### src/rtl/id_ex_stage.sv
// id_ex_stage: ID/EX pipeline register with capture bypass, EX forwarding, load-use detection and ALU operand select.
module id_ex_stage #(
  parameter int DATA_W = 32,
  parameter int RA_W   = 5
) (
  input  logic              clk,
  input  logic              reset,
  input  logic              id_valid,
  input  logic [DATA_W-1:0] id_pc,
  input  logic [RA_W-1:0]   id_rs_addr,
  input  logic [RA_W-1:0]   id_rt_addr,
  input  logic              id_use_rs,
  input  logic              id_use_rt,
  input  logic [DATA_W-1:0] id_rs_data,
  input  logic [DATA_W-1:0] id_rt_data,
  input  logic [DATA_W-1:0] id_imm,
  input  logic [4:0]        id_shamt,
  input  logic              id_alusrc1,
  input  logic              id_alusrc2,
  input  logic [5:0]        id_alufun,
  input  logic              id_sign,
  input  logic [RA_W-1:0]   id_wr_addr,
  input  logic              id_regwrite,
  input  logic              id_memread,
  input  logic              id_memwrite,
  input  logic              exmem_regwrite,
  input  logic [RA_W-1:0]   exmem_wr_addr,
  input  logic [DATA_W-1:0] exmem_res,
  input  logic              memwb_regwrite,
  input  logic [RA_W-1:0]   memwb_wr_addr,
  input  logic [DATA_W-1:0] memwb_data,
  input  logic              hold,
  input  logic              flush,
  output logic [DATA_W-1:0] ex_a,
  output logic [DATA_W-1:0] ex_b,
  output logic [5:0]        ex_alufun,
  output logic              ex_sign,
  output logic [DATA_W-1:0] ex_store_data,
  output logic [DATA_W-1:0] ex_pc,
  output logic [RA_W-1:0]   ex_wr_addr,
  output logic              ex_valid,
  output logic              ex_regwrite,
  output logic              ex_memread,
  output logic              ex_memwrite,
  output logic              load_use_stall
);
  typedef struct packed {
    logic              valid;
    logic              regwrite;
    logic              memread;
    logic              memwrite;
    logic              alusrc1;
    logic              alusrc2;
    logic              sign;
    logic [RA_W-1:0]   rs_addr;
    logic [RA_W-1:0]   rt_addr;
    logic [RA_W-1:0]   wr_addr;
    logic [4:0]        shamt;
    logic [5:0]        alufun;
    logic [DATA_W-1:0] pc;
    logic [DATA_W-1:0] rs_data;
    logic [DATA_W-1:0] rt_data;
    logic [DATA_W-1:0] imm;
  } ex_t;
  ex_t q, d;
  logic wb_rs, wb_rt, em_rs, em_rt, mw_rs, mw_rt;
  logic [DATA_W-1:0] fwd_rs, fwd_rt;
  // The register file lacks write-through, so a same-cycle writeback is bypassed at capture.
  always_comb begin
    wb_rs = memwb_regwrite && memwb_wr_addr != '0 && memwb_wr_addr == id_rs_addr;
    wb_rt = memwb_regwrite && memwb_wr_addr != '0 && memwb_wr_addr == id_rt_addr;
    d = '0;
    d.valid = id_valid;
    d.regwrite = id_regwrite & id_valid;
    d.memread = id_memread & id_valid;
    d.memwrite = id_memwrite & id_valid;
    d.alusrc1 = id_alusrc1;
    d.alusrc2 = id_alusrc2;
    d.sign = id_sign;
    d.rs_addr = id_rs_addr;
    d.rt_addr = id_rt_addr;
    d.wr_addr = id_wr_addr;
    d.shamt = id_shamt;
    d.alufun = id_alufun;
    d.pc = id_pc;
    d.rs_data = wb_rs ? memwb_data : id_rs_data;
    d.rt_data = wb_rt ? memwb_data : id_rt_data;
    d.imm = id_imm;
  end
  always_comb begin
    load_use_stall = !flush && q.valid && q.memread && q.wr_addr != '0 && id_valid &&
                     ((id_use_rs && id_rs_addr == q.wr_addr) || (id_use_rt && id_rt_addr == q.wr_addr));
    em_rs = exmem_regwrite && exmem_wr_addr != '0 && exmem_wr_addr == q.rs_addr;
    em_rt = exmem_regwrite && exmem_wr_addr != '0 && exmem_wr_addr == q.rt_addr;
    mw_rs = memwb_regwrite && memwb_wr_addr != '0 && memwb_wr_addr == q.rs_addr;
    mw_rt = memwb_regwrite && memwb_wr_addr != '0 && memwb_wr_addr == q.rt_addr;
    fwd_rs = em_rs ? exmem_res : mw_rs ? memwb_data : q.rs_data;
    fwd_rt = em_rt ? exmem_res : mw_rt ? memwb_data : q.rt_data;
  end
  always_ff @(posedge clk or posedge reset) begin
    if (reset) q <= '0;
    else if (!hold) q <= (flush || load_use_stall) ? '0 : d;
  end
  assign ex_a          = q.alusrc1 ? {{(DATA_W-5){1'b0}}, q.shamt} : fwd_rs;
  assign ex_b          = q.alusrc2 ? q.imm : fwd_rt;
  assign ex_store_data = fwd_rt;
  assign ex_alufun     = q.alufun;
  assign ex_sign       = q.sign;
  assign ex_pc         = q.pc;
  assign ex_wr_addr    = q.wr_addr;
  assign ex_valid      = q.valid;
  assign ex_regwrite   = q.regwrite;
  assign ex_memread    = q.memread;
  assign ex_memwrite   = q.memwrite;
endmodule

### config.mk
export PLATFORM = sky130hd
export DESIGN_NAME = id_ex_stage
export DESIGN_NICKNAME = d
export VERILOG_FILES = /design/src/rtl/id_ex_stage.sv
export SDC_FILE = /design/constraint.sdc
export NUM_CORES = 1
export LEC_CHECK = 0
export BUFFER_PORTS_ARGS = -buffer_cell sky130_fd_sc_hd__buf_2
export CAP_MARGIN = 10
export CORE_AREA = 4 4 150 152
export DETAILED_ROUTE_END_ITERATION = 8
export DIE_AREA = 0 0 154 156
export PLACE_DENSITY = 0.74
export SLEW_MARGIN = 20
export SYNTH_ARGS = -nofsm -noshare
export SYNTH_HDL_FRONTEND = slang
export SYNTH_SLANG_ARGS = --single-unit
### constraint.sdc
create_clock -name clk -period 9.2 [get_ports clk]
set_input_delay 2.3 -clock clk [delete_from_list [all_inputs] [get_ports clk]]
set_output_delay 2.3 -clock clk [all_outputs]
set_load 0.01 [all_outputs]
==> summary.txt <==
Status
  – Outcome: completed

Power and ir drop
  – Tot Pwr: 1.92 mW
  – Pwr Density: 166 nW/um2
  – Peak VDD IR: 101 uV
  – P_leak: 5.50 nW

Yosys
  – Sequential area share after synthesis: 0.437
  – Mean Syn Cell Area: 9.77 um2
  – Mux contribution to synthesized area: 0.139
  – Number of synthesized register bits: 161
  – Main combinational cell family by area after synthesis: compound AO/OA/AOI/OAI gates
  – Main synth FF type: dfrtp_1
  – Yosys top cell by area: dfrtp_1
  – Post-Synthesis Net Count: 1187
  – Unique masters post-synth: 35
  – Synth Area in Adders: 0
  – Synth Warn #: 0
  – Synth async-reset ratio: 1.00
  – Post-Synth XOR/XNOR Area: 0.0380
  – EDFF count, synth: 0
  – Synth top area share: 0.437
  – Synth area leaders: dfrtp_1 (44%), mux2i_1 (14%), a22o_1 (8.9%)
  – Cells after synthesis: 944
  – Compound-gate portion of the synthesized area: 0.208
  – Mapped cell area: 9230 um2
  – Synth Area in Simple Gates: 0.0897

Clock network
  – Post-CTS sizing: 0
  – # hold bufs at CTS: 0
  – Htree depth: 4
  – Sink Count: 161
  – Clk_lat worst skew: 0.42 ns
  – Worst-path clk slew: 0.06 ns
  – Clk root buf: clkbuf_16
  – Setup bufs post-CTS: 0
  – TritonCTS clock tree: done
  – Clock buffer depth: 2
  – Number of buffers created by CTS: 17

Cells and area
  – Synth-to-layout area growth: 25.7%
  – Fin cells: 1531
  – Nets: 1479
  – Final Cell Area: 11600 um2
  – Fraction of layout cells with a size suffix above 1: 0.355

Job
  – MaxCap Viol Count: 0

Timing
  – Unrepaired setup endpoints after global routing: no
  – Tmin final: 7.19 ns
  – Setup TNS: 0 ns
  – FMAX: 0.139 GHz
  – Final Hold Viols: 0
  – Fin crit share: 0.781
  – Worst Skew: 0.0129 ns
  – Hold slack final: 0.486 ns
  – Final setup viols: 0
  – Pins over their slew limit: 0
  – Rel. slew slack: 0.266
  – Worst-Margin Slew: 1.10 ns

Placement
  – Routability congestion estimate: 0.901
  – DP HPWL: 22.4 mm
  – Placed Area: 11000 um2
  – Placed insts: 1492
  – Number of I/O port buffers: 387

Detailed routing
  – Pre-Repair DR Iteration Count: 6
  – Drt wl/cell: 20.8 um
  – Antenna-violating nets left: 0
  – Via count: 8630
  – Drt first-iter violations: 644
  – Vias per cell: 5.64
  – Post-Route WL: 31.8 mm
  – Post-route DRC: 0

Global routing
  – Largest net degree at the start of global routing: 91
  – First-pass GRT wire length: 48.2 mm
  – Antenna violations before repair: 12
  – Gr usage total: 0.253
  – Grt ovf: 0
  – Vias in the first global route: 8726

Floorplanning
  – # IOs: 388
  – Die Wd: 154 um
  – Die area: 24000 um2
  – Die height: 156 um
  – Core area: 21000 um2
  – Core Rows: 53
  – Starting Density: 0.439

Setup path
  – Critical path fanouts, max: 54
  – CP arrival: 4.89 ns
  – CP Data Required Time: 6.90 ns
  – CP Capture Type: output pin
  – Crit start category: input port
  – Setup CP Type: input port to output pin

Worst hold path
  – Hold WC Path Type: flip-flop to flip-flop
metrics by stage:
stage               setup slack (ns)  utilization
floorplan                       2.55            -
global placement                2.09        0.523
detailed placement              2.03        0.523
CTS                             2.03        0.551
global route                    1.86        0.552
finish                          2.01        0.552
routing by layer:
layer | GRT usage | part of all wire | up-vias
li1 | - | - | 3969
met1 | 0.317 | 0.39 | 4150
met3 | 0.0519 | 0.072 | 76
met2 | 0.427 | 0.50 | 429
met5 | 0 | 0.0013 | -
met4 | 0.111 | 0.034 | 6
layout by cell type (no fill, tap or decap), types with 2 or more instances in the layout:
| cell | instances |
|---|---|
| diode_2 | 8 |
| xor2_1 | 19 |
| a21oi_1 | 32 |
| nor2_1 | 62 |
| clkbuf_16 | 17 |
| dfrtp_2 | 2 |
| buf_4 | 12 |
| clkinvlp_4 | 3 |
| nand4_1 | 3 |
| inv_1 | 37 |
| o21ai_0 | 45 |
| inv_6 | 6 |
| mux2i_1 | 128 |
| a221oi_1 | 37 |
| dfrtp_1 | 159 |
| inv_8 | 4 |
| nor4_4 | 3 |
| o21ai_1 | 19 |
| buf_2 | 386 |
| nor3_1 | 41 |
| xnor2_1 | 21 |
| o21a_1 | 2 |
| nand3_1 | 4 |
| a32o_1 | 3 |
| nand2_1 | 67 |
| a22o_1 | 94 |
| a211oi_1 | 27 |
critical path, cell delays in order:
cell and delay (ns):
buf_2 0.12, or4_1 0.53, o21a_1 0.27, nand3_4 0.45, buf_4 0.51, nor3_1 0.09
a221oi_1 0.37, buf_2 0.21
synthesized netlist by cell type (21+ instances only):
cell type and instances:
a211oi_1 27, a221oi_1 37, nand2_1 67, a22o_1 94
inv_1 38, a21oi_1 32, dfrtp_1 161, o21ai_0 45
nor3_1 41, nor2_1 62, buf_4 43, clkbuf_1 60
xnor2_1 21, mux2i_1 128
final timing paths:
path / from / to / slack (ns) / cells after the start
setup / recovery: exmem_wr_addr[1] / ex_b[30] / 2.01 / 8
hold / removal: q[36] / q[36] / 0.49 / 2
setup reg to reg: ex_wr_addr[1] / q[80] / 6.89 / 6
hold reg to reg: q[36] / q[36] / 0.49 / 2
max in group asynchronous: reset / q[155] / 5.95 / 3
min in group asynchronous: reset / ex_pc[19] / 1.98 / 2
registers in the layout, summed over array words and instances (netlist names):
name,flops
ex_sign,1
ex_valid,1
ex_memwrite,1
ex_wr_addr,5
ex_regwrite,1
q,113
ex_alufun,6
ex_memread,1
ex_pc,32
cells by family after synthesis:
group	count (synthesis)
multiplexers	128
flip-flops	161
AO/OA/AOI/OAI	264
AND/OR/NAND/NOR	187
buffers and inverters	164
XOR/XNOR	40
final cells by class:
class,count,area (um2)
Fill cell,1918,9430
Tap cell,275,344
Clock buffer,18,439
Inverter,38,148
Timing Repair Buffer,399,2030
Antenna cell,8,20.0
Sequential cell,161,4030
Multi-Input combinational cell,619,4440
Clock inverter,13,141
power breakdown:
group	switching [mW]	total, mW	leakage (nW)	internal, mW
Sequential	0.0438	0.807	2.10	0.763
Combinational	0.229	0.407	3.12	0.178
Clock	0.318	0.709	0.278	0.390
(Power assumes the default switching activity.)
